`src/rtl/se_mon_pkg.sv`:
```
// Shared types and helpers for the SE self-composition pair monitor.
package se_mon_pkg;

    localparam int SE_MON_SKEW_W = 8;

    typedef enum logic [1:0] {
        ST_IDLE     = 2'd0,
        ST_WAIT_ONE = 2'd1,
        ST_WAIT_TWO = 2'd2
    } se_mon_state_e;

    // Increment that sticks at the all-ones value of a width-bit counter.
    function automatic logic [31:0] sat_inc(input logic [31:0] val, input int unsigned width);
        logic [31:0] max_v;
        if (width >= 32) begin
            max_v = 32'hFFFF_FFFF;
        end else begin
            max_v = (32'd1 << width) - 32'd1;
        end
        if (val >= max_v) begin
            return max_v;
        end else begin
            return val + 32'd1;
        end
    endfunction

endpackage

```
`src/rtl/se_sat_counter.sv`:
```
// Saturating event counter with synchronous reset and clear.
module se_sat_counter
    import se_mon_pkg::*;
#(
    parameter int W = SE_MON_SKEW_W
) (
    input  logic         clk_i,
    input  logic         rst_i,
    input  logic         clr_i,
    input  logic         inc_i,
    output logic [W-1:0] count_o
);

    logic [W-1:0] count_q;
    logic [W-1:0] count_d;

    // Next count: clear wins over increment.
    always_comb begin
        count_d = count_q;
        if (clr_i) begin
            count_d = '0;
        end else if (inc_i) begin
            count_d = W'(sat_inc(32'(count_q), W));
        end else begin
            count_d = count_q;
        end
    end

    // Count register.
    always_ff @(posedge clk_i) begin
        if (rst_i) begin
            count_q <= '0;
        end else begin
            count_q <= count_d;
        end
    end

    assign count_o = count_q;

endmodule

```
`src/rtl/se_pair_leak_monitor.sv`:
```
// Completion-skew monitor for two SE copies run on identical inputs.
// Optional result comparison is enabled by defining SE_MON_RESULT_CMP_EN.
module se_pair_leak_monitor
    import se_mon_pkg::*;
#(
    parameter int DATA_W   = 128,
    parameter int SKEW_W   = SE_MON_SKEW_W,
    parameter int MAX_SKEW = 200
) (
    input  logic              clock,
    input  logic              reset,
    input  logic              io_validOne,
    input  logic [DATA_W-1:0] io_resultOne,
    input  logic              io_validTwo,
    input  logic [DATA_W-1:0] io_resultTwo,
    input  logic              io_out_ready,
    input  logic              io_clear,
    output logic              busy,
    output logic              timingLeak,
    output logic [SKEW_W-1:0] leakSkew,
    output logic [SKEW_W-1:0] leakCount,
    output logic [SKEW_W-1:0] pairCount,
    output logic              timeout,
    output logic              resultMismatch
);

    se_mon_state_e     state_q, state_d;
    logic [SKEW_W-1:0] skew_q, skew_d;
    logic              busy_q, timing_leak_q, timeout_q;
    logic [SKEW_W-1:0] leak_skew_q;

    logic              fire_one_s, fire_two_s;
    logic              pair_done_s, timeout_set_s, leak_inc_s;
    logic [SKEW_W-1:0] pair_skew_s;

    assign fire_one_s = io_validOne & io_out_ready;
    assign fire_two_s = io_validTwo & io_out_ready;
    assign leak_inc_s = pair_done_s & (pair_skew_s != '0);

    // Pairing FSM with skew counter; a repeat fire from the finished copy is ignored.
    always_comb begin
        state_d       = state_q;
        skew_d        = skew_q;
        pair_done_s   = 1'b0;
        pair_skew_s   = '0;
        timeout_set_s = 1'b0;
        case (state_q)
            ST_IDLE: begin
                if (fire_one_s && fire_two_s) begin
                    pair_done_s = 1'b1;
                end else if (fire_one_s) begin
                    state_d = ST_WAIT_TWO;
                    skew_d  = SKEW_W'(1);
                end else if (fire_two_s) begin
                    state_d = ST_WAIT_ONE;
                    skew_d  = SKEW_W'(1);
                end else begin
                    state_d = ST_IDLE;
                end
            end
            ST_WAIT_TWO: begin
                if (fire_two_s) begin
                    pair_done_s = 1'b1;
                    pair_skew_s = skew_q;
                    state_d     = ST_IDLE;
                    skew_d      = '0;
                end else if (skew_q == SKEW_W'(MAX_SKEW)) begin
                    timeout_set_s = 1'b1;
                    state_d       = ST_IDLE;
                    skew_d        = '0;
                end else begin
                    skew_d = skew_q + SKEW_W'(1);
                end
            end
            ST_WAIT_ONE: begin
                if (fire_one_s) begin
                    pair_done_s = 1'b1;
                    pair_skew_s = skew_q;
                    state_d     = ST_IDLE;
                    skew_d      = '0;
                end else if (skew_q == SKEW_W'(MAX_SKEW)) begin
                    timeout_set_s = 1'b1;
                    state_d       = ST_IDLE;
                    skew_d        = '0;
                end else begin
                    skew_d = skew_q + SKEW_W'(1);
                end
            end
            default: begin
                state_d = ST_IDLE;
                skew_d  = '0;
            end
        endcase
        if (io_clear) begin
            state_d       = ST_IDLE;
            skew_d        = '0;
            pair_done_s   = 1'b0;
            pair_skew_s   = '0;
            timeout_set_s = 1'b0;
        end else begin
            state_d = state_d;
        end
    end

    // State, skew counter and sticky evidence registers.
    always_ff @(posedge clock) begin
        if (reset) begin
            state_q       <= ST_IDLE;
            skew_q        <= '0;
            busy_q        <= 1'b0;
            timing_leak_q <= 1'b0;
            timeout_q     <= 1'b0;
            leak_skew_q   <= '0;
        end else begin
            state_q <= state_d;
            skew_q  <= skew_d;
            busy_q  <= (state_d != ST_IDLE);
            if (io_clear) begin
                timing_leak_q <= 1'b0;
                timeout_q     <= 1'b0;
                leak_skew_q   <= '0;
            end else begin
                if (timeout_set_s) begin
                    timeout_q <= 1'b1;
                end
                if (leak_inc_s) begin
                    timing_leak_q <= 1'b1;
                    leak_skew_q   <= pair_skew_s;
                end
            end
        end
    end

    se_sat_counter #(.W(SKEW_W)) u_pair_cnt (
        .clk_i   (clock),
        .rst_i   (reset),
        .clr_i   (io_clear),
        .inc_i   (pair_done_s),
        .count_o (pairCount)
    );

    se_sat_counter #(.W(SKEW_W)) u_leak_cnt (
        .clk_i   (clock),
        .rst_i   (reset),
        .clr_i   (io_clear),
        .inc_i   (leak_inc_s),
        .count_o (leakCount)
    );

`ifdef SE_MON_RESULT_CMP_EN
    logic [DATA_W-1:0] held_q, held_d;
    logic              mismatch_q, mismatch_s;

    // Hold the first-finishing result; compare it against the partner on pair done.
    always_comb begin
        held_d     = held_q;
        mismatch_s = 1'b0;
        case (state_q)
            ST_IDLE: begin
                if (fire_one_s && fire_two_s) begin
                    mismatch_s = (io_resultOne != io_resultTwo);
                end else if (fire_one_s) begin
                    held_d = io_resultOne;
                end else if (fire_two_s) begin
                    held_d = io_resultTwo;
                end else begin
                    held_d = held_q;
                end
            end
            ST_WAIT_TWO: begin
                if (fire_two_s) begin
                    mismatch_s = (held_q != io_resultTwo);
                end else begin
                    mismatch_s = 1'b0;
                end
            end
            ST_WAIT_ONE: begin
                if (fire_one_s) begin
                    mismatch_s = (held_q != io_resultOne);
                end else begin
                    mismatch_s = 1'b0;
                end
            end
            default: begin
                mismatch_s = 1'b0;
            end
        endcase
    end

    // Held result and sticky mismatch flag.
    always_ff @(posedge clock) begin
        if (reset) begin
            held_q     <= '0;
            mismatch_q <= 1'b0;
        end else if (io_clear) begin
            held_q     <= '0;
            mismatch_q <= 1'b0;
        end else begin
            held_q <= held_d;
            if (mismatch_s) begin
                mismatch_q <= 1'b1;
            end
        end
    end

    assign resultMismatch = mismatch_q;
`else
    logic unused_s;
    assign unused_s       = ^{io_resultOne, io_resultTwo};
    assign resultMismatch = 1'b0;
`endif

    assign busy       = busy_q;
    assign timingLeak = timing_leak_q;
    assign leakSkew   = leak_skew_q;
    assign timeout    = timeout_q;

endmodule

```
`config.mk`:
```
export PLATFORM = sky130hd
export DESIGN_NAME = se_pair_leak_monitor
export DESIGN_NICKNAME = d
export VERILOG_FILES = /design/src/rtl/se_mon_pkg.sv /design/src/rtl/se_sat_counter.sv /design/src/rtl/se_pair_leak_monitor.sv
export SDC_FILE = /design/constraint.sdc
export NUM_CORES = 1
export LEC_CHECK = 0
export BUFFER_PORTS_ARGS = -buffer_cell sky130_fd_sc_hd__buf_2
export CELL_PAD_IN_SITES_DETAIL_PLACEMENT = 0
export CELL_PAD_IN_SITES_GLOBAL_PLACEMENT = 2
export CORE_ASPECT_RATIO = 1.5
export CORE_MARGIN = 4
export CORE_UTILIZATION = 13
export CTS_BUF_LIST = sky130_fd_sc_hd__clkbuf_8 sky130_fd_sc_hd__clkbuf_16
export DETAILED_ROUTE_END_ITERATION = 12
export PLACE_DENSITY_LB_ADDON = 0.1
export SYNTH_ARGS = -nofsm -noshare
export SYNTH_HDL_FRONTEND = slang
export SYNTH_HIERARCHICAL = 1
export SYNTH_SLANG_ARGS = --single-unit
```
`constraint.sdc`:
```
create_clock -name clock -period 2.9 [get_ports clock]
set_input_delay 0.58 -clock clock [delete_from_list [all_inputs] [get_ports clock]]
set_output_delay 0.58 -clock clock [all_outputs]
set_load 0.01 [all_outputs]
```
* After elaboration in Yosys (flattened, before gate mapping)
Cells that the tools add are included.
** Word-level totals
- Bits in registers :: 37
- Input bits :: 262
- Output and inout port bits :: 28
- Logic and storage cells :: 62
** Cells by class
- Add/sub/neg operators :: 3
- Magnitude comparators :: 2
- Equal/unequal tests :: 5
- Muxes and demuxes :: 35
- Bitwise gates (word level) :: 3
- Reduce and logical (&&, ||, !) cells :: 6
** Operators with widths (count)
- 32-bit two-way mux :: 4
- 8-bit two-way mux :: 11
- 8-bit by 32-bit greater-or-equal comparator with 1-bit output :: 2
- 8-bit by 1-bit adder with 8-bit output (second input constant) :: 3
- 8-bit case mux with 3 select lines :: 1
- 8-bit case mux with 2 select lines :: 1
- 2-bit two-way mux :: 6
- 1-bit two-way mux :: 9
- 8-bit == test (second input constant) :: 1
- 8-bit nonzero test :: 1
- 2-bit case mux with 3 select lines :: 1
- 1-bit bitwise AND :: 3
- 3-bit != test (second input constant) :: 1
- 1-bit case mux with 3 select lines :: 1
- 2-bit by 1-bit == test with 1-bit output (second input constant) :: 1
- 2-bit == test (second input constant) :: 1
- 2-bit zero test :: 1
- 2-bit != test (second input constant) :: 1
- 1-bit case mux with 2 select lines :: 1
- 2-bit AND reduction :: 1
- 2-bit nonzero test :: 1
- 2-bit OR reduction :: 1
- 1-bit logical AND :: 1

* Logic depth before layout (Yosys ltp)
- Word-level depth :: 10
- Depth in mapped cells :: 11
- Mapped depth without buffers :: 9

* Modules after synthesis
The synthesis kept the hierarchy.
** Modules (own cells, without submodules)
- se_pair_leak_monitor :: instances 1, cells each 135, area each 1196.1 µm², sequential area each 420.4 µm²
- se_sat_counter :: instances 2, cells each 43, area each 401.6 µm², sequential area each 160.2 µm²

* Worst setup path after synthesis
OpenSTA, ideal clock, no wires.
- Path type :: reg-to-reg
- Start point :: register state_q[0]
- End point :: register u_leak_cnt.count_q[7] (netlist: u_leak_cnt/count_o[7])
- Setup time :: 127 ps
- Data arrival time :: 1946 ps
- Required time :: 2773 ps
- Setup slack :: 827 ps
- Stages on the path, launching flop included :: 12
- Buffers on the path :: 3
- Clock period less this slack :: 2073 ps
- Cells stage by stage :: dfxtp_1 -> inv_1 -> ha_1 -> a22oi_1 -> nor2b_1 -> o2111a_1 -> buf_2 -> buf_6 -> and3_1 -> buf_2 -> and4b_1 -> nor3_2
** On the way
- Word-level cells in the longest chain between the ends :: 5
- Elaborated cells between the ends (all ways) :: 9
- Classes of those cells :: eq/ne: 2; mux: 4; bitwise: 1; reduce/logical: 2
** RTL lines
- start, declared :: RTL line se_pair_leak_monitor.sv:27 : se_mon_state_e state_q, state_d;
- start signal, assigned :: RTL line se_pair_leak_monitor.sv:115 : state_q <= state_d;
- 2-bit by 1-bit == test with 1-bit output / 2-bit == test (equally long branches) :: RTL line se_pair_leak_monitor.sv:47 : case (state_q)
- 8-bit case mux with 2 select lines :: RTL line se_pair_leak_monitor.sv:47
- 8-bit two-way mux :: RTL line se_pair_leak_monitor.sv:94 : if (io_clear) begin
- 8-bit nonzero test :: RTL line se_pair_leak_monitor.sv:38 : assign leak_inc_s = pair_done_s & (pair_skew_s != '0);
- 1-bit bitwise AND * :: RTL line se_pair_leak_monitor.sv:38
- net leak_inc_s :: RTL line se_pair_leak_monitor.sv:33 : logic pair_done_s, timeout_set_s, leak_inc_s;
- end signal, assigned :: RTL line se_sat_counter.sv:34 : count_q <= count_d;
- end, declared :: RTL line se_sat_counter.sv:14 : logic [W-1:0] count_q;
Mark *: on every way through the listed nets, which the timed path passes. The rest lies on a longest branch.
A chain may end at the register's enable or synchronous reset.

* Final worst setup path
- Start point :: register state_q[0]
- End point :: register u_pair_cnt.count_q[5] (netlist: u_pair_cnt/count_o[5])
** On the way
- Word-level cells in the longest chain between the ends :: 3
- Elaborated cells between the ends (all ways) :: 5
- Classes of those cells :: eq/ne: 2; mux: 2; reduce/logical: 1
** RTL lines (RTL line)
- 2-bit by 1-bit == test with 1-bit output (tied with other cells) :: se_pair_leak_monitor.sv:47
- 1-bit case mux with 3 select lines * :: se_pair_leak_monitor.sv:47
- 1-bit two-way mux * :: se_pair_leak_monitor.sv:94
- net pair_done_s :: se_pair_leak_monitor.sv:33
- end signal, assigned :: se_sat_counter.sv:34
- end, declared :: se_sat_counter.sv:14
Marks and branches as above.

==> out/summary.txt <==
YS warnings = 6
CTS tree = built
clock root buffer = clkbuf_16
clock period minus worst slack = 2.27 ns
post-route setup TNS = 0 ns
HP Class = reg -> reg
crit start category = flip-flop
clk_skew = 0.00473 ns
f_max = 441 MHz
Req. time, crit path = 3.11 ns
hold path depth = 2
RePlAce Congestion = 0.650
clock sinks = 37
CP bufs+invs = 2
ant diodes = 0
cts bufs inserted = 5
post-DR wirelength/cell = 14.7 um
r2r worst-path depth = 9
main combinational cell family by area after synthesis = simple AND/OR/NAND/NOR gates
remaining global-route overflow = 0
Non-Filler Instances = 450
most used cell, CP = and3_1
hold buffers post-CTS = 0
largest net degree at the start of global routing = 13
Synth Cell Area = 0.00200 mm2
Slew HR = 64.9%
hpwl dp = 5120 um
CORE AREA = 0.0151 mm2
max-slew violations = 0
mux contribution to synthesized area = 5.01%
Adder-Cell Fraction of Synth Area = 5.01%
largest fanout on the critical path = 7
Max-Cap Viols = 0
FF+latch area = 741 um2
global-route wire length before repair = 10600 um
Synth Flop Type = dfxtp_1
Pleak = 0.000877 uW
post-synthesis register bit count = 37
area fraction of the dominant cell type after synthesis = 37.0%
status = finished, final reports clean
Avg Cell Area, Syn = 9.05 um2
final WL = 6640 um
Area growth, synth to finish = 26.2%
Setup Viol. Count Final = 0
Stages on worst setup path = 9
Final Total Pwr = 1240 uW
post-synth net total = 491
sequential-to-total area share from yosys stat = 37.0%
layout cell share with drive strength beyond 1 = 22.3%
die width = 109 um
IO Pins = 290
Yosys cell types = 49
crit-path leading delay family = simple AND/OR/NAND/NOR gates
Clock Latency Late Sink = 0.28 ns
Initial Util = 13.3%
Worst Setup SP = state_q[0]$_SDFF_PP0_
post-synthesis compound-gate area fraction = 19.3%
ANT nets after route = 0
post-DR vias/cell = 3.79
die height = 160 um
Tcrit/Tclk final = 78.2%
htree depth = 2
register-to-register setup slack = 0.63 ns
Post-Synth Simple-Gate Area = 24.9%
DRT Pass-1 Iters = 4
top post-synthesis cells by area = dfxtp_1 37%, a21oi_1 5.3%, nand2_1 5.1%
initial antenna violation count = 0
post-synthesis xor/xnor area fraction = 3.00%
RSZ-0062 raised after global routing = false
Tot GR Track Use = 8.05%
Setup crit end kind = flip-flop
Critical Path End = u_pair_cnt/count_o[5]$_SDFFE_PP0P_
leading area contributor after synthesis = dfxtp_1
CP max stage delay = 0.35 ns
crit path cell chain = inv_1, ha_1, and3_1, a21oi_1, nor3_1, buf_4, and3_1, nand3_1, a31oi_1
Syn Inst Count = 221
Initial DRC Count = 60
Commonest cells post-synth = 37 x dfxtp_1, 27 x nand2_1, 21 x a21oi_1
FF-to-FF Start = state_q[0]$_SDFF_PP0_
Final Hold Fails = 0
Reg clk slew, reported paths = 0.06 ns
fin nets = 520
Row Count = 55
vias = 1705
vias in the first global route = 1850
Port-buffer cells = 32
clock buffer depth = 2
Peak VDD IR = 0.178 mV
hold slack = 0.462 ns
FILL cells = 1677
top-count cell post-synth = dfxtp_1
crit path kind = reg -> reg
cell count after placement = 442
Post-synth EDFFs = 0
Slowest cell on crit path = dfxtp_1
CP arrival = 2.48 ns
setup bufs post-CTS = 0
DRC = 0
ys async rst share = 0%
CTS resizes = 0
reg2reg end = u_pair_cnt/count_o[5]$_SDFFE_PP0P_
die area = 0.0175 mm2
power per cell area = 491 mW/mm2
worst slew pin tran = 0.523 ns
Multi-input gate area = 0.00115 mm2
==> cell type report <==
type | instances | share of cell area (%)
repair buffers | 35 | 7.24
multi-input cells | 164 | 45.5
clock buffers | 6 | 5.51
flip-flops and latches | 37 | 29.4
clock inverters | 2 | 1.49
well taps | 199 | 9.87
inverters | 7 | 1.04
==> report_power, final <==
group | switching [uW] | internal, uW
combinational | 42.5 | 18.8
clock | 235 | 430
sequential | 2.58 | 510
total | 280 | 958
==> how the worst min path moves through the flow <==
stage / slack [ns] / to / start
after floorplan: 0.46 / leakSkew[7]$_SDFFE_PP0P_ / skew_q[7]$_SDFFE_PP0P_
after global placement: 0.44 / leakSkew[3]$_SDFFE_PP0P_ / leakSkew[3]$_SDFFE_PP0P_
after detailed placement: 0.44 / leakSkew[3]$_SDFFE_PP0P_ / leakSkew[3]$_SDFFE_PP0P_
after CTS: 0.46 / leakSkew[3]$_SDFFE_PP0P_ / leakSkew[3]$_SDFFE_PP0P_
after global routing: 0.48 / leakSkew[3]$_SDFFE_PP0P_ / leakSkew[3]$_SDFFE_PP0P_
final: 0.46 / leakSkew[3]$_SDFFE_PP0P_ / leakSkew[3]$_SDFFE_PP0P_
==> flip-flops by register name, summed over array words and instances (netlist names) <==
signal	count
timeout	1
leakSkew	8
u_leak_cnt/count_o	8
state_q	2
skew_q	8
timingLeak	1
u_pair_cnt/count_o	8
busy	1
==> per-layer routing <==
layer	vias up	wire length, um	global-route usage, %
li1	861	-	-
met1	794	2610	8.33
met2	38	3570	14.6
met3	12	236	2.02
met4	0	218	4.14
met5	-	0	0
==> cells in the final DEF (no fill, tap or decap), drive strengths merged, types with 8 or more instances in the layout <==
cell | synthesis | routed
a211oi | 9 | 9
a21oi | 23 | 23
buf | 11 | 35
dfxtp | 37 | 37
ha | 8 | 8
mux2i | 10 | 10
nand2 | 27 | 27
nand3 | 8 | 8
o21ai | 9 | 9
or3 | 8 | 8
==> logic make-up after synthesis <==
logic type      Yosys count
mux                      10
compound gates           54
other cells               1
fa+ha+maj                 8
flops                    37
xor+xnor                  6
simple gates             85
buf+inv                  20
==> metrics by stage <==
step / util (%) / worst slack, ns / instance area (um2)
after CTS: 16.7 / 0.578 / 2520
final: 16.7 / 0.631 / 2520
after global placement: 15.6 / 0.541 / 2350
after detailed placement: 15.6 / 0.591 / 2350
after global routing: 16.7 / 0.439 / 2520
after floorplan: - / 0.827 / 2000
==> worst reg2reg max path, delay by kind of cell (launching register included) <==
| kind | cells | cell delay, ns |
|---|---|---|
| buf+inv | 2 | 0.30 |
| flops | 1 | 0.35 |
| fa+ha+maj | 1 | 0.29 |
| simple gates | 4 | 0.96 |
| compound gates | 2 | 0.30 |
Power figures use the tool's default switching activity.
